<file path="src/rtl/req_arbiter_4_pkg.sv">
// -----------------------------------------------------------------------------
// req_arbiter_4_pkg
// Shared definitions for the four-requester arbiter: requester count, FSM
// state encoding and the one-hot <-> 2-bit ID conversion helpers.
// -----------------------------------------------------------------------------
package req_arbiter_4_pkg;

    localparam int unsigned NUM_REQ = 4;

    typedef enum logic {
        ST_IDLE  = 1'b0,
        ST_GRANT = 1'b1
    } state_e;

    // 2-bit requester ID to one-hot grant vector.
    function automatic logic [NUM_REQ-1:0] id_to_onehot(input logic [1:0] id);
        logic [NUM_REQ-1:0] oh;
        case (id)
            2'd0:    oh = 4'b0001;
            2'd1:    oh = 4'b0010;
            2'd2:    oh = 4'b0100;
            2'd3:    oh = 4'b1000;
            default: oh = 4'b0000;
        endcase
        return oh;
    endfunction

    // One-hot grant vector to 2-bit requester ID (zero vector maps to 0).
    function automatic logic [1:0] onehot_to_id(input logic [NUM_REQ-1:0] oh);
        return {oh[3] | oh[2], oh[3] | oh[1]};
    endfunction

endpackage

</file>
<file path="src/rtl/req_arbiter_4_if.sv">
// -----------------------------------------------------------------------------
// req_arbiter_4_if
// Request/grant bundle between the requesting masters and the arbiter.
//   req[3:0]     request vector, req[3] highest fixed priority
//   rr_mode      1 = round-robin, 0 = fixed priority
//   gnt[3:0]     registered one-hot grant
//   gnt_id[1:0]  encoded owner index (0 when no grant)
//   gnt_valid    any grant active
//   timeout      one-cycle pulse on a forced release
// master: requester side, slave: arbiter side.
// -----------------------------------------------------------------------------
interface req_arbiter_4_if;
    import req_arbiter_4_pkg::*;

    logic [NUM_REQ-1:0] req;
    logic               rr_mode;
    logic [NUM_REQ-1:0] gnt;
    logic [1:0]         gnt_id;
    logic               gnt_valid;
    logic               timeout;

    modport master (
        output req, rr_mode,
        input  gnt, gnt_id, gnt_valid, timeout
    );

    modport slave (
        input  req, rr_mode,
        output gnt, gnt_id, gnt_valid, timeout
    );

endinterface

</file>
<file path="src/rtl/req_arbiter_4_rr_pick4.sv">
// -----------------------------------------------------------------------------
// rr_pick4
// Combinational winner selection for four requesters.
//   req[3:0]      request vector
//   last_id[1:0]  previous winner (round-robin pointer)
//   rr_mode       1 = round-robin, 0 = fixed priority
//   win_id[1:0]   selected requester
//   win_valid     at least one request present
// Fixed mode picks the highest set index. Round-robin rotates the request
// vector so that index last_id+1 lands at bit 0, picks the lowest set bit and
// adds the rotation back, which gives the first requester after last_id.
// -----------------------------------------------------------------------------
module rr_pick4
    import req_arbiter_4_pkg::*;
(
    input  logic [NUM_REQ-1:0] req,
    input  logic [1:0]         last_id,
    input  logic               rr_mode,
    output logic [1:0]         win_id,
    output logic               win_valid
);

    // Highest set bit index; zero vector yields 0.
    function automatic logic [1:0] hi_enc(input logic [NUM_REQ-1:0] v);
        logic [1:0] id;
        casez (v)
            4'b1???: id = 2'd3;
            4'b01??: id = 2'd2;
            4'b001?: id = 2'd1;
            default: id = 2'd0;
        endcase
        return id;
    endfunction

    // Lowest set bit index; zero vector yields 3 (masked by win_valid).
    function automatic logic [1:0] lo_enc(input logic [NUM_REQ-1:0] v);
        logic [1:0] id;
        casez (v)
            4'b???1: id = 2'd0;
            4'b??10: id = 2'd1;
            4'b?100: id = 2'd2;
            default: id = 2'd3;
        endcase
        return id;
    endfunction

    logic [2:0]         shift_s;
    logic [7:0]         dbl_s;
    logic [NUM_REQ-1:0] rot_s;
    logic [1:0]         rr_id_s;

    // Rotated round-robin search and fixed-priority encode, then mode select.
    always_comb begin
        shift_s   = {1'b0, last_id} + 3'd1;
        dbl_s     = {req, req} >> shift_s;
        rot_s     = dbl_s[3:0];
        rr_id_s   = lo_enc(rot_s) + shift_s[1:0];
        win_id    = rr_mode ? rr_id_s : hi_enc(req);
        win_valid = |req;
    end

endmodule

</file>
<file path="src/rtl/req_arbiter_4.sv">
// -----------------------------------------------------------------------------
// req_arbiter_4
// Four-requester arbiter for one shared downstream resource.
//   clk    single clock, rising edge
//   rst_n  asynchronous active-low reset
//   bus    req_arbiter_4_if.slave (req, rr_mode in; gnt, gnt_id, gnt_valid,
//          timeout out)
// A grant is registered one cycle after requests are seen in IDLE and held
// until the owner drops its request or the hold watchdog (MAX_HOLD cycles,
// 0 = disabled) forces a release. Every release returns to IDLE, so there is
// always at least one cycle with no grant between two grants. Non-owner
// requests are ignored while a grant is active. CNT_W must satisfy
// 2^CNT_W > MAX_HOLD.
// -----------------------------------------------------------------------------
module req_arbiter_4
    import req_arbiter_4_pkg::*;
#(
    parameter int unsigned MAX_HOLD = 16,
    parameter int unsigned CNT_W    = 8
) (
    input  logic          clk,
    input  logic          rst_n,
    req_arbiter_4_if.slave bus
);

    localparam logic [CNT_W-1:0] MAX_HOLD_C = CNT_W'(MAX_HOLD);
    localparam logic [CNT_W-1:0] CNT_ONE    = CNT_W'(1);
    localparam logic [CNT_W-1:0] CNT_SAT    = {CNT_W{1'b1}};
    localparam logic             TO_EN      = (MAX_HOLD != 0) ? 1'b1 : 1'b0;

    state_e             state_r, state_nxt_s;
    logic [NUM_REQ-1:0] gnt_r, gnt_nxt_s;
    logic [1:0]         gnt_id_r, gnt_id_nxt_s;
    logic               gnt_valid_r, gnt_valid_nxt_s;
    logic               timeout_r, timeout_nxt_s;
    logic [CNT_W-1:0]   hold_cnt_r, hold_cnt_nxt_s;
    logic [1:0]         last_id_r, last_id_nxt_s;
    logic [1:0]         win_id_s;
    logic               win_valid_s;
    logic               owner_req_s;

    rr_pick4 u_pick (
        .req       (bus.req),
        .last_id   (last_id_r),
        .rr_mode   (bus.rr_mode),
        .win_id    (win_id_s),
        .win_valid (win_valid_s)
    );

    // Next-state and next-output logic for the IDLE/GRANT controller.
    always_comb begin
        state_nxt_s     = state_r;
        gnt_nxt_s       = gnt_r;
        gnt_id_nxt_s    = gnt_id_r;
        gnt_valid_nxt_s = gnt_valid_r;
        timeout_nxt_s   = 1'b0;
        hold_cnt_nxt_s  = hold_cnt_r;
        last_id_nxt_s   = last_id_r;
        owner_req_s     = bus.req[gnt_id_r];

        case (state_r)
            ST_IDLE: begin
                if (win_valid_s) begin
                    // rr_mode only matters here, so a change during GRANT
                    // naturally waits for the next arbitration.
                    gnt_nxt_s       = id_to_onehot(win_id_s);
                    gnt_id_nxt_s    = win_id_s;
                    gnt_valid_nxt_s = 1'b1;
                    hold_cnt_nxt_s  = CNT_ONE;
                    last_id_nxt_s   = win_id_s;
                    state_nxt_s     = ST_GRANT;
                end else begin
                    gnt_nxt_s       = 4'b0000;
                    gnt_id_nxt_s    = 2'd0;
                    gnt_valid_nxt_s = 1'b0;
                    hold_cnt_nxt_s  = {CNT_W{1'b0}};
                end
            end
            ST_GRANT: begin
                if (!owner_req_s) begin
                    // Voluntary release takes precedence over the watchdog.
                    gnt_nxt_s       = 4'b0000;
                    gnt_id_nxt_s    = 2'd0;
                    gnt_valid_nxt_s = 1'b0;
                    hold_cnt_nxt_s  = {CNT_W{1'b0}};
                    state_nxt_s     = ST_IDLE;
                end else if (TO_EN && (hold_cnt_r == MAX_HOLD_C)) begin
                    gnt_nxt_s       = 4'b0000;
                    gnt_id_nxt_s    = 2'd0;
                    gnt_valid_nxt_s = 1'b0;
                    hold_cnt_nxt_s  = {CNT_W{1'b0}};
                    timeout_nxt_s   = 1'b1;
                    state_nxt_s     = ST_IDLE;
                end else begin
                    // Saturate so a disabled watchdog never wraps the count.
                    hold_cnt_nxt_s = (hold_cnt_r == CNT_SAT) ? hold_cnt_r
                                                             : hold_cnt_r + CNT_ONE;
                end
            end
            default: begin
                gnt_nxt_s       = 4'b0000;
                gnt_id_nxt_s    = 2'd0;
                gnt_valid_nxt_s = 1'b0;
                hold_cnt_nxt_s  = {CNT_W{1'b0}};
                state_nxt_s     = ST_IDLE;
            end
        endcase
    end

    // State, counter, round-robin pointer and output registers.
    always_ff @(posedge clk or negedge rst_n) begin
        if (!rst_n) begin
            state_r     <= ST_IDLE;
            gnt_r       <= 4'b0000;
            gnt_id_r    <= 2'd0;
            gnt_valid_r <= 1'b0;
            timeout_r   <= 1'b0;
            hold_cnt_r  <= {CNT_W{1'b0}};
            last_id_r   <= 2'd2;
        end else begin
            state_r     <= state_nxt_s;
            gnt_r       <= gnt_nxt_s;
            gnt_id_r    <= gnt_id_nxt_s;
            gnt_valid_r <= gnt_valid_nxt_s;
            timeout_r   <= timeout_nxt_s;
            hold_cnt_r  <= hold_cnt_nxt_s;
            last_id_r   <= last_id_nxt_s;
        end
    end

    assign bus.gnt       = gnt_r;
    assign bus.gnt_id    = gnt_id_r;
    assign bus.gnt_valid = gnt_valid_r;
    assign bus.timeout   = timeout_r;

endmodule

</file>
<file path="src/flat_wrapper.sv">
// flat-port wrapper written by rule: the top's interface ports become plain ports
module req_arbiter_4_flat import req_arbiter_4_pkg::*;
#(
    parameter int unsigned MAX_HOLD = 16,
    parameter int unsigned CNT_W    = 8
)
  (clk, rst_n, bus_req, bus_rr_mode, bus_gnt, bus_gnt_id, bus_gnt_valid, bus_timeout);
  req_arbiter_4_if bus_i ();
  input  logic clk;
  input  logic rst_n;
  input wire logic [$bits(bus_i.req)-1:0] bus_req;
  input wire logic [$bits(bus_i.rr_mode)-1:0] bus_rr_mode;
  output wire logic [$bits(bus_i.gnt)-1:0] bus_gnt;
  output wire logic [$bits(bus_i.gnt_id)-1:0] bus_gnt_id;
  output wire logic [$bits(bus_i.gnt_valid)-1:0] bus_gnt_valid;
  output wire logic [$bits(bus_i.timeout)-1:0] bus_timeout;
  assign bus_i.req = bus_req;
  assign bus_i.rr_mode = bus_rr_mode;
  assign bus_gnt = bus_i.gnt;
  assign bus_gnt_id = bus_i.gnt_id;
  assign bus_gnt_valid = bus_i.gnt_valid;
  assign bus_timeout = bus_i.timeout;
  req_arbiter_4 #(.MAX_HOLD(MAX_HOLD), .CNT_W(CNT_W)) u_core (.clk(clk), .rst_n(rst_n), .bus(bus_i));
endmodule
</file>
<file path="config.mk">
export PLATFORM = sky130hd
export DESIGN_NAME = req_arbiter_4_flat
export DESIGN_NICKNAME = d
export VERILOG_FILES = /design/src/rtl/req_arbiter_4_pkg.sv /design/src/rtl/req_arbiter_4_if.sv /design/src/rtl/req_arbiter_4_rr_pick4.sv /design/src/rtl/req_arbiter_4.sv /design/src/flat_wrapper.sv
export SDC_FILE = /design/constraint.sdc
export NUM_CORES = 1
export LEC_CHECK = 0
export ABC_AREA = 1
export CELL_PAD_IN_SITES_DETAIL_PLACEMENT = 1
export CELL_PAD_IN_SITES_GLOBAL_PLACEMENT = 2
export CORE_MARGIN = 2
export CORE_UTILIZATION = 32
export DETAILED_ROUTE_END_ITERATION = 12
export PLACE_DENSITY_LB_ADDON = 0.1
export SKIP_CTS_REPAIR_TIMING = 1
export SYNTH_ARGS = -nofsm -noshare
export SYNTH_HDL_FRONTEND = slang
export SYNTH_SLANG_ARGS = --single-unit
</file>
<file path="constraint.sdc">
create_clock -name clk -period 2.3 [get_ports clk]
set_input_delay 0.46 -clock clk [delete_from_list [all_inputs] [get_ports clk]]
set_output_delay 0.46 -clock clk [all_outputs]
set_load 0.01 [all_outputs]
</file>
### Yosys cells after proc, flatten, opt, wreduce, memory -nomap -nowiden

Index checks and enable logic that the tools add are counted.

* input port bits: 7
* logic and storage cells: 56
* bits in registers: 19
* output and inout port bits: 8

* shift operators: 1
* bitwise logic cells: 1
* equal/unequal tests: 11
* order comparisons: 1
* reductions and logical operators: 3
* add/subtract/negate cells: 3
* multiplexer cells: 29

Operators by type and width (number)
* 2-to-1 mux 8 bit: 3
* case mux 4 bit (4 select lines): 1
* case mux 8 bit (2 select lines): 1
* 2-to-1 mux 4 bit: 3
* case mux 2 bit (3 select lines): 2
* 2-to-1 mux 1 bit: 10
* adder 8 x 1 -> 8 bit (second input constant): 1
* equality test 8 x 5 -> 1 bit (second input constant): 1
* equality test 8 bit (second input constant): 1
* 2-to-1 mux 2 bit: 4
* case mux 4 bit (2 select lines): 1
* >> shifter 8 x 3 -> 3 bit: 1
* equality test 2 bit (second input constant): 3
* equality test 2 x 1 -> 1 bit (second input constant): 2
* inequality test 4 bit (second input constant): 1
* case mux 1 bit (2 select lines): 2
* case mux 2 bit (2 select lines): 1
* OR reduction 4 bit: 1
* adder 2 x 1 -> 3 bit (second input constant): 1
* equality test 3 x 1 -> 1 bit (second input constant): 1
* equality test 3 bit (second input constant): 1
* < comparator 2 x 3 -> 1 bit (second input constant): 1
* inequality test 3 bit (second input constant): 1
* adder 2 bit: 1
* 4 further kinds: 4

### Depth between registers and ports, before layout

Gate-level depths: netlist (run 1).

* depth after elaboration: 10
* depth in mapped cells: 18

### Hierarchy

From an unflattened synthesis (run 1), not the netlist that was laid out.

* cells, all modules: 155
* area total of the unflattened synthesis: 1144.8 µm²

Modules (own cells, without submodules)
* req_arbiter_4: seq. area each 476.7 µm², cells each 113, instances 1, area each 943.4 µm²
* rr_pick4: seq. area each 0.0 µm², cells each 42, instances 1, area each 201.4 µm²

### Worst setup path before layout (run 1)

No wires, ideal clock.

* path type: register to register
* start point: register u_core.last_id_r[0]
* end point: register u_core.gnt_id_r[1], in the netlist u_core.bus.gnt_id[1]
* cell stages (with the launch flop): 18
* arrival: 1644 ps
* buffers on the path: 0
* data required time: 2179 ps
* setup time: 121 ps
* clock period less this slack: 1764 ps
* slack: 536 ps
* path through: dfrtp_1 -> inv_2 -> nand2_1 -> nand3_2 -> nand2_2 -> nand3_1 -> nand2_1 -> ha_1 -> inv_1 -> nand2_1 -> nand2_1 -> nand2_1 -> nand2_1 -> inv_1 -> nand2_2 -> nand3_2 -> nand3_2 -> o21ai_1

* longest elaborated chain between the ends: 8
* elaborated cells on any way between the ends: 9
* classes of those cells: add/sub (2); eq/ne (2); shift (1); mux (4)

Ends and longest elaborated chain
* start, declared: RTL line req_arbiter_4.sv:37 `logic [1:0] last_id_r, last_id_nxt_s;`
* start signal, assigned: RTL line req_arbiter_4.sv:127 `last_id_r <= last_id_nxt_s;`
* adder 2 x 1 -> 3 bit *: RTL line req_arbiter_4_rr_pick4.sv:54 `shift_s = {1'b0, last_id} + 3'd1;`
* >> shifter 8 x 3 -> 3 bit: RTL line req_arbiter_4_rr_pick4.sv:55 `dbl_s = {req, req} >> shift_s;`
* equality test 3 bit / equality test 2 bit (equally long branches): RTL line req_arbiter_4_rr_pick4.sv:38 `casez (v)`
* case mux 2 bit (3 select lines): RTL line req_arbiter_4_rr_pick4.sv:38
* adder 2 bit *: RTL line req_arbiter_4_rr_pick4.sv:57 `rr_id_s = lo_enc(rot_s) + shift_s[1:0];`
* 2-to-1 mux 2 bit *: RTL line req_arbiter_4_rr_pick4.sv:58 `win_id = rr_mode ? rr_id_s : hi_enc(req);`
* 2-to-1 mux 2 bit *: RTL line req_arbiter_4.sv:63 `if (win_valid_s) begin`
* case mux 2 bit (2 select lines) *: RTL line req_arbiter_4.sv:61 `case (state_r)`
* end signal, assigned: RTL line req_arbiter_4.sv:123 `gnt_id_r <= gnt_id_nxt_s;`
* end, declared: RTL line req_arbiter_4.sv:33 `logic [1:0] gnt_id_r, gnt_id_nxt_s;`

Every way passes the cells marked *; elsewhere a longest branch is shown, timed or not.
A chain may end at the register's enable or synchronous reset.

### Worst setup path after layout (run 1)

* start point: input port bus_req[1]
* end point: register u_core.gnt_r[2], in the netlist u_core.bus.gnt[2]

* longest elaborated chain between the ends: 9
* elaborated cells on any way between the ends: 20
* classes of those cells: add/sub (1); eq/ne (7); shift (1); mux (9); reduce/logical (2)

Ends and longest elaborated chain
* start, declared: RTL line flat_wrapper.sv:11 `input wire logic [$bits(bus_i.req)-1:0] bus_req;`
* >> shifter 8 x 3 -> 3 bit: RTL line req_arbiter_4_rr_pick4.sv:55
* equality test 3 bit / equality test 2 bit (equally long branches): RTL line req_arbiter_4_rr_pick4.sv:38
* case mux 2 bit (3 select lines): RTL line req_arbiter_4_rr_pick4.sv:38
* adder 2 bit: RTL line req_arbiter_4_rr_pick4.sv:57
* 2-to-1 mux 2 bit: RTL line req_arbiter_4_rr_pick4.sv:58
* equality test 2 bit (tied with other cells): RTL line req_arbiter_4_pkg.sv:18 `case (id)`
* case mux 4 bit (4 select lines): RTL line req_arbiter_4_pkg.sv:18
* 2-to-1 mux 4 bit: RTL line req_arbiter_4.sv:63
* case mux 4 bit (2 select lines): RTL line req_arbiter_4.sv:61
* end signal, assigned: RTL line req_arbiter_4.sv:122 `gnt_r <= gnt_nxt_s;`
* end, declared: RTL line req_arbiter_4.sv:32 `logic [NUM_REQ-1:0] gnt_r, gnt_nxt_s;`

Parallel ways exist; a longest one is shown, timed or not. The select of a mux whose other input is x is not followed.

==> results of run 1 <==
==> logic make-up after synthesis <==
group | count (synthesis) | synth area share [%]
XOR/XNOR | 4 | 2.88
adder cells (fa/ha/maj) | 4 | 4.12
AO/OA/AOI/OAI | 17 | 8.03
flip-flops | 19 | 39.2
buffers and inverters | 19 | 6.08
AND/OR/NAND/NOR | 86 | 39.6
==> worst reg2reg max path, cell delays in order, from the launching register on <==
cell and delay, ps:
dfrtp_1 470, inv_2 180, nand2_1 110, nand3_2 80
nand2_2 50, nand3_1 70, nand2_1 70, ha_1 190
inv_1 60, nand2_1 60, nand2_1 70, nand2_1 60
nand2_2 80, inv_1 50, nand2_2 80, nand3_2 100
nand4_1 130, nand2_1 50
==> per-stage QoR <==
| step | setup WS, ps | cell area (sq um) |
|---|---|---|
| floorplan | 536 | 1210 |
| finish | 185 | 1520 |
| detailed placement | -108 | 1470 |
| global placement | -25.8 | 1470 |
| global route | 14.0 | 1520 |
| CTS | 152 | 1510 |
==> layer usage <==
| layer | vias up | track usage [%] | wire, microns |
|---|---|---|---|
| met2 | 9 | 29.5 | 1620 |
| met1 | 533 | 18.2 | 1270 |
| met4 | 0 | 6.25 | 42 |
| met3 | 4 | 2.05 | 38 |
| li1 | 536 | - | - |
| met5 | - | 0 | 0 |
==> flip-flops by register name, summed over array words and instances, names as in the netlist <==
register / cells
u_core.hold_cnt_r: 8
u_core.bus.gnt: 4
u_core.bus.gnt_id: 2
u_core.last_id_r: 2
u_core.bus.gnt_valid: 1
u_core.bus.timeout: 1
u_core.state_r: 1
==> worst min path at each step <==
stage                                           startpoint                          endpoint  slack (ps)  depth (start not counted)
after floorplan                                      rst_n     u_core.bus.gnt[0]$_DFFE_PN0P_         160                          0
after global placement    u_core.bus.gnt_valid$_DFFE_PN0P_  u_core.bus.gnt_valid$_DFFE_PN0P_         460                          2
after detailed placement  u_core.bus.gnt_valid$_DFFE_PN0P_  u_core.bus.gnt_valid$_DFFE_PN0P_         470                          2
after CTS                 u_core.bus.gnt_valid$_DFFE_PN0P_  u_core.bus.gnt_valid$_DFFE_PN0P_         490                          2
after global routing      u_core.bus.gnt_valid$_DFFE_PN0P_  u_core.bus.gnt_valid$_DFFE_PN0P_         520                          2
final                     u_core.bus.gnt_valid$_DFFE_PN0P_  u_core.bus.gnt_valid$_DFFE_PN0P_         480                          2
==> power by group through the flow <==
| stage | combinational [W] | sequential, W | clock [W] |
|---|---|---|---|
| 2_1_floorplan | 0.000673 | 0.000537 | 0 |
| 3_3_place_gp | 0.00101 | 0.000526 | 0 |
| 3_5_place_dp | 0.00103 | 0.000532 | 0 |
| 4_1_cts | 0.00103 | 0.000529 | 0.000242 |
| 5_1_grt | 0.00116 | 0.000540 | 0.000265 |
| 6_report | 0.00102 | 0.000526 | 0.000233 |
==> layout make-up <==
| cell class | instances | area, sq um |
|---|---|---|
| timing repair buffer | 21 | 200 |
| inverter | 19 | 73.8 |
| sequential | 19 | 477 |
| clock buffer | 3 | 41.3 |
| fill | 451 | 2140 |
| clock inverter | 1 | 5.00 |
| multi-input combinational | 111 | 667 |
| tap | 48 | 60.1 |
==> layout by cell type, fill, tap and decap left out, drive strengths merged <==
master         instances
nor3                   4
o31ai                  1
nor2                   8
nand4                  4
nand3                 20
dlymetal6s2s           3
o21ai                  9
ha                     4
nand3b                 1
nand2                 49
inv                   19
clkinv                 1
clkdlybuf4s50         11
dfstp                  1
o21bai                 1
clkbuf                 3
buf                    7
a21oi                  6
dfrtp                 18
xor2                   4
==> flow_summary_export.csv, run 1 <==
group,metric,value,unit
run_status,status,"complete, no violations",
setup_path,reg2reg_to,"u_core.bus.gnt[2]$_DFFE_PN0P_",
sta,fmax,473,MHz
final_layout,utilization,41.6,%
clock_network,h-tree-depth,1,
sta,setup_viol,0,
final_layout,n_antenna_cell,0,
pwr,power.internal,0.000966,W
setup_path,cp-start-kind,"primary input",
clock_network,clk-insertion-delay-late,250,ps
yosys,async_flop_share,100,%
pwr,seq_power_share,29.6,%
sta,clock_skew,1.64,ps
placement,numPortBuffers,14,
final_layout,drive_gt1_share,23.0,%
yosys,yosys_warnings,0,
final_layout,instances_no_fill,222,
clock_network,cts_num_sinks,19,
yosys,synth_area_per_cell,8.15,sq um
yosys,synth_area,0.00121,sq mm
die,dieHeight,65.6,microns
setup_path,criticalPathCategory,"in2reg",
setup_path,startpoint,"bus_req[1]",
yosys,synth_enable_flop_cells,0,
grt,first_global_vias,1182,
die,ioPinCount,15,
placement,detailed_place_hpwl,2430,microns
pwr,peakVddDrop,0.468,mV
die,rows,22,
sta,setup-tns-final,0,ps
yosys,yosys-top-cells-count,"nand2_1 (37), dfrtp_1 (18), inv_1 (16)",
die,initial_core_util,33.2,%
final_layout,syn_to_final_growth,25.4,%
setup_path,cp_slowest_stage_delay,510,ps
setup_path,cpLargestDelayFamily,"simple AND/OR/NAND/NOR gates",
placement,dp.cells,218,
pwr,clkPwrFrac,13.1,%
clock_network,cts.clk_slew.worst_paths,70,ps
grt,grt_max_degree,20,
die,die_w,65.6,microns
sta,worstMarginPinSlew,316,ps
yosys,synth.area.top_cells,"dfrtp_1 (37%), nand2_1 (11%), nand3_1 (5.8%)",
sta,maxSlewHeadroom,78.7,%
die,core_area,0.00366,sq mm
pwr,total_power,0.00178,W
setup_path,critPathMaxFanout,3,
clock_network,clk_path_buf_depth,2,
setup_path,cp.arrival,2260,ps
setup_path,slowest_stage,"clkdlybuf4s50_1",
setup_path,reg2regPathDepth,17,
setup_path,critPathCaptureType,"register",
yosys,yosys.area.top_type,"dfrtp_1",
pwr,swShare,45.7,%
setup_path,r2r-start,"u_core.last_id_r[0]$_DFFE_PN0P_",
sta,finalCritPeriodShare,91.9,%
pwr,p_leak,0.766,nW
grt,gr-total-overflow,0,
placement,gp_congestion,0.724,
sta,timing.final.crit_period,2110,ps
setup_path,cp.depth,17,
route,viasPerCell,4.87,
clock_network,cts_tree,"built",
job,cap_violations,0,
route,dr.pass1.iters,4,
min_path,hold_path_class,"reg2reg",
grt,antenna_found_initial,0,
grt,grt_pass1_wl,5290,microns
yosys,yosysSeqAreaShare,39.2,%
pwr,p_switching,0.000813,W
die,dieArea,0.00431,sq mm
yosys,syn_inst,149,
setup_path,cp_num_buf_inv,3,
route,drc_errors,0,
pwr,combPwrFrac,57.4,%
sta,slew_viol_final,0,
route,wl_per_cell,13.4,microns
clock_network,cts-root-buf,"clkbuf_8",
yosys,yosysTopAreaCellShare,37.1,%
setup_path,required,2450,ps
yosys,synthFlopType,"dfrtp_1",
setup_path,crit_end,"u_core.bus.gnt[2]$_DFFE_PN0P_",
setup_path,crit_chain,"clkdlybuf4s50_1 > nand2_1 > nand3_2 > nand2_2 > nand3_1 > nand2_1 > ha_1 > inv_1 > nand2_1 > nand2_1 > nand2_1 > nand2_2 > inv_1 > nand2_2 > nand3_2 > nand4_1 > nand2_1",
route,drtIter0Drc,40,
setup_path,cp_common_cell,"nand2_1",
yosys,syn-num-nets,160,
route,num_vias,1082,
pwr,power_density,1170,mW/mm^2
setup_path,r2r_slack,250,ps
sta,hold_viol,0,
yosys,synth_cell_types,27,
clock_network,cts_buffers,3,
grt,grt_usage,15.8,%
sta,rsz0062_at_grt,"no",
route,routed_wirelength,2980,microns
route,antenna_left,0,
final_layout,nNetsFinal,186,
yosys,ys_ff_latch,19,
yosys,synth_most_common_cell,"nand2_1",
sta,holdWs,481,ps
Note: power is estimated with default switching activity, not from simulation.
==> run 2: changes to the inputs <==
--- a/config.mk
+++ b/config.mk
@@ -6,10 +6,10 @@
 export NUM_CORES = 1
 export LEC_CHECK = 0
 export ABC_AREA = 1
-export CELL_PAD_IN_SITES_DETAIL_PLACEMENT = 1
-export CELL_PAD_IN_SITES_GLOBAL_PLACEMENT = 2
+export CELL_PAD_IN_SITES_DETAIL_PLACEMENT = 0
+export CELL_PAD_IN_SITES_GLOBAL_PLACEMENT = 1
 export CORE_MARGIN = 2
-export CORE_UTILIZATION = 32
+export CORE_UTILIZATION = 40
 export DETAILED_ROUTE_END_ITERATION = 12
 export PLACE_DENSITY_LB_ADDON = 0.1
 export SKIP_CTS_REPAIR_TIMING = 1
==> flow_summary_export.csv, run 2 (synthesized netlist as in run 1, its figures left out) <==
group,metric,value,unit
run_status,status,"complete, no violations",
sta,fmax,491,MHz
route,wl_per_cell,12.2,microns
sta,clock_skew,4.32,ps
clock_network,clk-insertion-delay-late,300,ps
setup_path,reg2reg_to,"u_core.bus.gnt[3]$_DFFE_PN0P_",
pwr,power_density,1140,mW/mm^2
pwr,power.internal,0.000915,W
route,viasPerCell,5.07,
sta,setup-tns-final,0,ps
setup_path,crit_chain,"clkdlybuf4s50_1 > nand2_2 > nand3_1 > nand2_2 > nand3_1 > nand2_1 > ha_1 > inv_1 > nand2_1 > nand2_1 > nand2_1 > nand2_1 > inv_1 > nand2_2 > nand3_2 > nand4_1 > nand2_1",
grt,met3_usage,4.37,%
pwr,combPwrFrac,59.0,%
grt,first_global_vias,983,
final_layout,largest_reg_flops,8,
final_layout,multi_input_area,664,sq um
route,num_vias,1044,
final_layout,utilization,52.4,%
final_layout,drive_gt1_share,22.9,%
sta,timing.final.crit_period,2040,ps
setup_path,reg2regPathDepth,17,
setup_path,criticalPathCategory,"in2reg",
grt,grt_pass1_wl,4370,microns
placement,numPortBuffers,14,
die,rows,19,
setup_path,cp_num_buf_inv,3,
route,drtIter0Drc,44,
placement,detailed_place_hpwl,1980,microns
grt,busiest_layer,"met2",
route,drc_errors,0,
setup_path,critPathMaxFanout,3,
clock_network,cts_num_sinks,19,
setup_path,cp_slowest_stage_delay,530,ps
route,dr.pass1.iters,4,
final_layout,seqCellArea,477,sq um
setup_path,critPathCaptureType,"register",
final_layout,syn_to_final_growth,21.9,%
sta,slew_viol_final,0,
placement,dp.cells,202,
placement,gp_congestion,0.795,
die,initial_core_util,42.9,%
setup_path,slowest_stage,"clkdlybuf4s50_1",
route,antenna_left,0,
die,ioPinCount,15,
pwr,p_switching,0.000781,W
clock_network,cts.clk_slew.worst_paths,110,ps
setup_path,required,2500,ps
sta,hold_viol,0,
setup_path,cp-start-kind,"primary input",
pwr,clkPwrFrac,10.1,%
die,dieArea,0.00349,sq mm
grt,gr-total-overflow,0,
clock_network,cts-root-buf,"clkbuf_4",
setup_path,startpoint,"bus_req[3]",
setup_path,cp_common_cell,"nand2_1",
die,die_w,59.1,microns
pwr,p_leak,0.736,nW
grt,grt_util_met2,25.7,%
final_layout,instances_no_fill,206,
grt,antenna_found_initial,0,
job,cap_violations,0,
final_layout,layout_commonest_cell,"nand2_1",
setup_path,cp.arrival,2240,ps
pwr,swShare,46.0,%
clock_network,cts_buffers,3,
setup_path,cpLargestDelayFamily,"simple AND/OR/NAND/NOR gates",
final_layout,nNetsFinal,187,
min_path,hold_path_class,"in2async",
die,dieHeight,59.1,microns
setup_path,r2r-start,"u_core.last_id_r[0]$_DFFE_PN0P_",
sta,setup_viol,0,
final_layout,top_register,"u_core.hold_cnt_r",
final_layout,fillers,272,
route,routed_wirelength,2510,microns
sta,worstMarginPinSlew,383,ps
sta,maxSlewHeadroom,74.2,%
setup_path,r2r_slack,320,ps
clock_network,clk_path_buf_depth,2,
grt,grt_usage,16.6,%
sta,finalCritPeriodShare,88.6,%
grt,grtUsageMet1,23.2,%
pwr,peakVddDrop,0.698,mV
grt,grt_max_degree,20,
clock_network,h-tree-depth,1,
clock_network,cts_tree,"built",
die,core_area,0.00283,sq mm
sta,rsz0062_at_grt,"no",
final_layout,final_cell_mix,"nand2_1 (37), dfrtp_1 (18), inv_1 (16)",
final_layout,n_antenna_cell,0,
pwr,seq_power_share,31.0,%
-- run 2: cell types whose count changed in the layout (fill, tap and decap cells not counted), sizes merged --
| cell | delta |
|---|---|
| clkdlybuf4s50 | +3 |
| buf | +1 |
| dlymetal6s2s | -3 |
-- run 2: power by group through the flow --
stage	sequential [W]	combinational, W	clock, W
final	0.000525	0.00100	0.000171
after global routing	0.000539	0.00114	0.000190
after CTS	0.000526	0.00101	0.000180
after detailed placement	0.000531	0.00101	0
after global placement	0.000528	0.00101	0
after floorplan	0.000537	0.000673	0
-- run 2: worst max-delay path by stage --
| stage | endpoint | cells after the start |
|---|---|---|
| after floorplan | u_core.bus.gnt_id[1]$_DFFE_PN0P_ | 17 |
| after global placement | u_core.bus.gnt[3]$_DFFE_PN0P_ | 17 |
| after detailed placement | u_core.bus.gnt[3]$_DFFE_PN0P_ | 17 |
| after CTS | u_core.bus.gnt[3]$_DFFE_PN0P_ | 17 |
| after global routing | u_core.bus.gnt_id[1]$_DFFE_PN0P_ | 17 |
| final | u_core.bus.gnt[3]$_DFFE_PN0P_ | 17 |
-- run 2: cell type report --
type,instances,area share [%]
Clock buffer,3,1.52
Clock inverter,1,0.338
Inverter,19,4.98
Multi-Input combinational cell,111,44.8
Sequential cell,19,32.2
Tap cell,31,2.62
Timing Repair Buffer,22,13.5
-- run 2: metal layers --
metal / share of wire (%) / routed length (microns)
met1: 52 / 1300
met2: 44 / 1100
met3: 4.1 / 102
met4: 0.68 / 17
met5: 0 / 0
-- run 2: per-stage QoR --
stage | area (sq um) | setup slack, ps | hold WS [ps] | power (W)
after floorplan | 1210 | 536 | 164 | 0.00121
after global placement | 1450 | -14.0 | 462 | 0.00153
after detailed placement | 1450 | -63.7 | 469 | 0.00154
after CTS | 1480 | 267 | 478 | 0.00172
after global routing | 1480 | 54.3 | 481 | 0.00187
final | 1480 | 262 | 479 | 0.00170
==> run 3: changes to the inputs <==
--- a/config.mk
+++ b/config.mk
@@ -8,8 +8,9 @@
 export ABC_AREA = 1
 export CELL_PAD_IN_SITES_DETAIL_PLACEMENT = 0
 export CELL_PAD_IN_SITES_GLOBAL_PLACEMENT = 1
-export CORE_MARGIN = 2
+export CORE_MARGIN = 5
 export CORE_UTILIZATION = 40
+export CTS_CLUSTER_DIAMETER = 150
 export DETAILED_ROUTE_END_ITERATION = 12
 export PLACE_DENSITY_LB_ADDON = 0.1
 export SKIP_CTS_REPAIR_TIMING = 1
==> flow_summary_export.csv, run 3 (synthesized netlist as in run 1, its figures left out) <==
group,metric,value,unit
clock_network,cts-root-buf,"clkbuf_4",
sta,setup_viol,0,
die,dieArea,0.00424,sq mm
placement,detailed_place_hpwl,2150,microns
die,ioPinCount,15,
pwr,p_leak,0.745,nW
setup_path,crit_chain,"clkdlybuf4s50_1 > nand2_2 > nand3_1 > nand2_2 > nand3_1 > nand2_1 > ha_1 > inv_1 > nand2_1 > nand2_1 > nand2_1 > nand2_1 > inv_1 > nand2_2 > nand3_2 > nand4_1 > nand2_1",
setup_path,cpLargestDelayFamily,"simple AND/OR/NAND/NOR gates",
setup_path,cp_common_cell,"nand2_1",
clock_network,cts_buffers,3,
route,drtIter0Drc,35,
setup_path,slowest_stage,"clkdlybuf4s50_1",
pwr,p_switching,0.000786,W
grt,grt_usage,13.7,%
grt,gr-total-overflow,0,
clock_network,clk_path_buf_depth,2,
final_layout,largest_reg_flops,8,
clock_network,clk-insertion-delay-late,290,ps
die,rows,20,
sta,clock_skew,11.1,ps
setup_path,cp_slowest_stage_delay,560,ps
run_status,status,"complete, no violations",
setup_path,critPathMaxFanout,4,
setup_path,required,2500,ps
grt,grt_max_degree,12,
die,core_area,0.00298,sq mm
setup_path,cp-start-kind,"primary input",
clock_network,cts_num_sinks,19,
route,drc_errors,0,
final_layout,nNetsFinal,189,
die,initial_core_util,40.8,%
route,num_vias,1078,
setup_path,reg2reg_to,"u_core.bus.gnt[2]$_DFFE_PN0P_",
pwr,clkPwrFrac,9.7,%
final_layout,final_cell_mix,"nand2_1 (37), dfrtp_1 (18), inv_1 (16)",
sta,worstMarginPinSlew,459,ps
setup_path,critPathCaptureType,"register",
sta,maxSlewHeadroom,69.3,%
pwr,power.internal,0.000929,W
route,routed_wirelength,2630,microns
sta,slew_viol_final,0,
final_layout,syn_to_final_growth,23.4,%
grt,antenna_found_initial,0,
final_layout,drive_gt1_share,23.7,%
min_path,hold_path_class,"in2async",
sta,timing.final.crit_period,2060,ps
clock_network,cts_tree,"built",
placement,dp.cells,206,
pwr,power_density,1140,mW/mm^2
sta,finalCritPeriodShare,89.8,%
job,cap_violations,0,
final_layout,layout_commonest_cell,"nand2_1",
route,wl_per_cell,12.5,microns
pwr,peakVddDrop,0.608,mV
route,viasPerCell,5.13,
pwr,combPwrFrac,59.9,%
final_layout,top_register,"u_core.hold_cnt_r",
setup_path,cp.arrival,2260,ps
final_layout,instances_no_fill,210,
grt,grt_pass1_wl,4570,microns
die,die_w,65.1,microns
pwr,swShare,45.8,%
setup_path,r2r-start,"u_core.last_id_r[0]$_DFFE_PN0P_",
setup_path,reg2regPathDepth,17,
sta,hold_viol,0,
die,dieHeight,65.1,microns
grt,first_global_vias,1103,
setup_path,criticalPathCategory,"in2reg",
pwr,seq_power_share,30.4,%
final_layout,n_antenna_cell,0,
setup_path,r2r_slack,330,ps
clock_network,h-tree-depth,1,
sta,fmax,484,MHz
placement,numPortBuffers,14,
sta,setup-tns-final,0,ps
placement,gp_congestion,0.814,
pwr,total_power,0.00171,W
setup_path,cp_num_buf_inv,3,
clock_network,cts.clk_slew.worst_paths,110,ps
final_layout,fillers,304,
sta,rsz0062_at_grt,"no",
route,dr.pass1.iters,4,
route,antenna_left,0,
[run 3: cell types whose count changed in the layout (fill, tap and decap cells not counted), sizes merged]
cell / change
buf: +2
[run 3: worst max-delay path by stage]
stage / from / endpoint / slack [ps] / cells after the start
floorplan: u_core.last_id_r[0]$_DFFE_PN0P_ / u_core.bus.gnt_id[1]$_DFFE_PN0P_ / 540 / 17
global placement: bus_req[2] / u_core.bus.gnt[3]$_DFFE_PN0P_ / -3 / 17
detailed placement: bus_req[3] / u_core.bus.gnt[2]$_DFFE_PN0P_ / -60 / 17
CTS: bus_req[3] / u_core.bus.gnt[2]$_DFFE_PN0P_ / 270 / 17
global route: bus_req[3] / u_core.bus.gnt_id[1]$_DFFE_PN0P_ / 70 / 17
finish: bus_req[3] / u_core.bus.gnt[2]$_DFFE_PN0P_ / 240 / 17
[run 3: final cells by class]
class	instances	area, sq um	area share [%]
clock buffers	3	22.5	1.50
clock inverters	1	5.00	0.334
inverters	19	73.8	4.92
multi-input cells	111	664	44.3
flip-flops and latches	19	477	31.8
well taps	33	41.3	2.75
repair buffers	24	215	14.4
[run 3: stage by stage]
step                cell area, sq um  util, %  hold WS (ps)  setup WS [ps]
finish                          1500     50.3           469            236
detailed placement              1470     49.4           462          -59.0
global route                    1500     50.3           478           69.5
floorplan                       1210        -           164            536
CTS                             1500     50.3           482            271
global placement                1470     49.4           457          -3.12
[run 3: power by group through the flow]
| stage | clock (W) | combinational [W] | sequential, W |
|---|---|---|---|
| 2_1_floorplan | 0 | 0.000673 | 0.000537 |
| 4_1_cts | 0.000172 | 0.00103 | 0.000521 |
| 5_1_grt | 0.000193 | 0.00115 | 0.000534 |
| 6_report | 0.000166 | 0.00103 | 0.000521 |
| 3_3_place_gp | 0 | 0.00102 | 0.000528 |
| 3_5_place_dp | 0 | 0.00103 | 0.000527 |
[run 3: worst reg2reg max path: cells and delay by family (launching register included)]
family,cells,cell delay [ps]
buffers and inverters,3,270
adder cells (fa/ha/maj),1,190
AND/OR/NAND/NOR,13,960
flip-flops,1,470
[run 3: per-layer routing]
layer / track usage, % / part of all wire (%) / wire (microns)
met1: 15.2 / 42 / 1110
met2: 26.7 / 55 / 1450
met3: 1.03 / 1.5 / 39
met4: 5.44 / 1.1 / 30
met5: 0 / 0 / 0
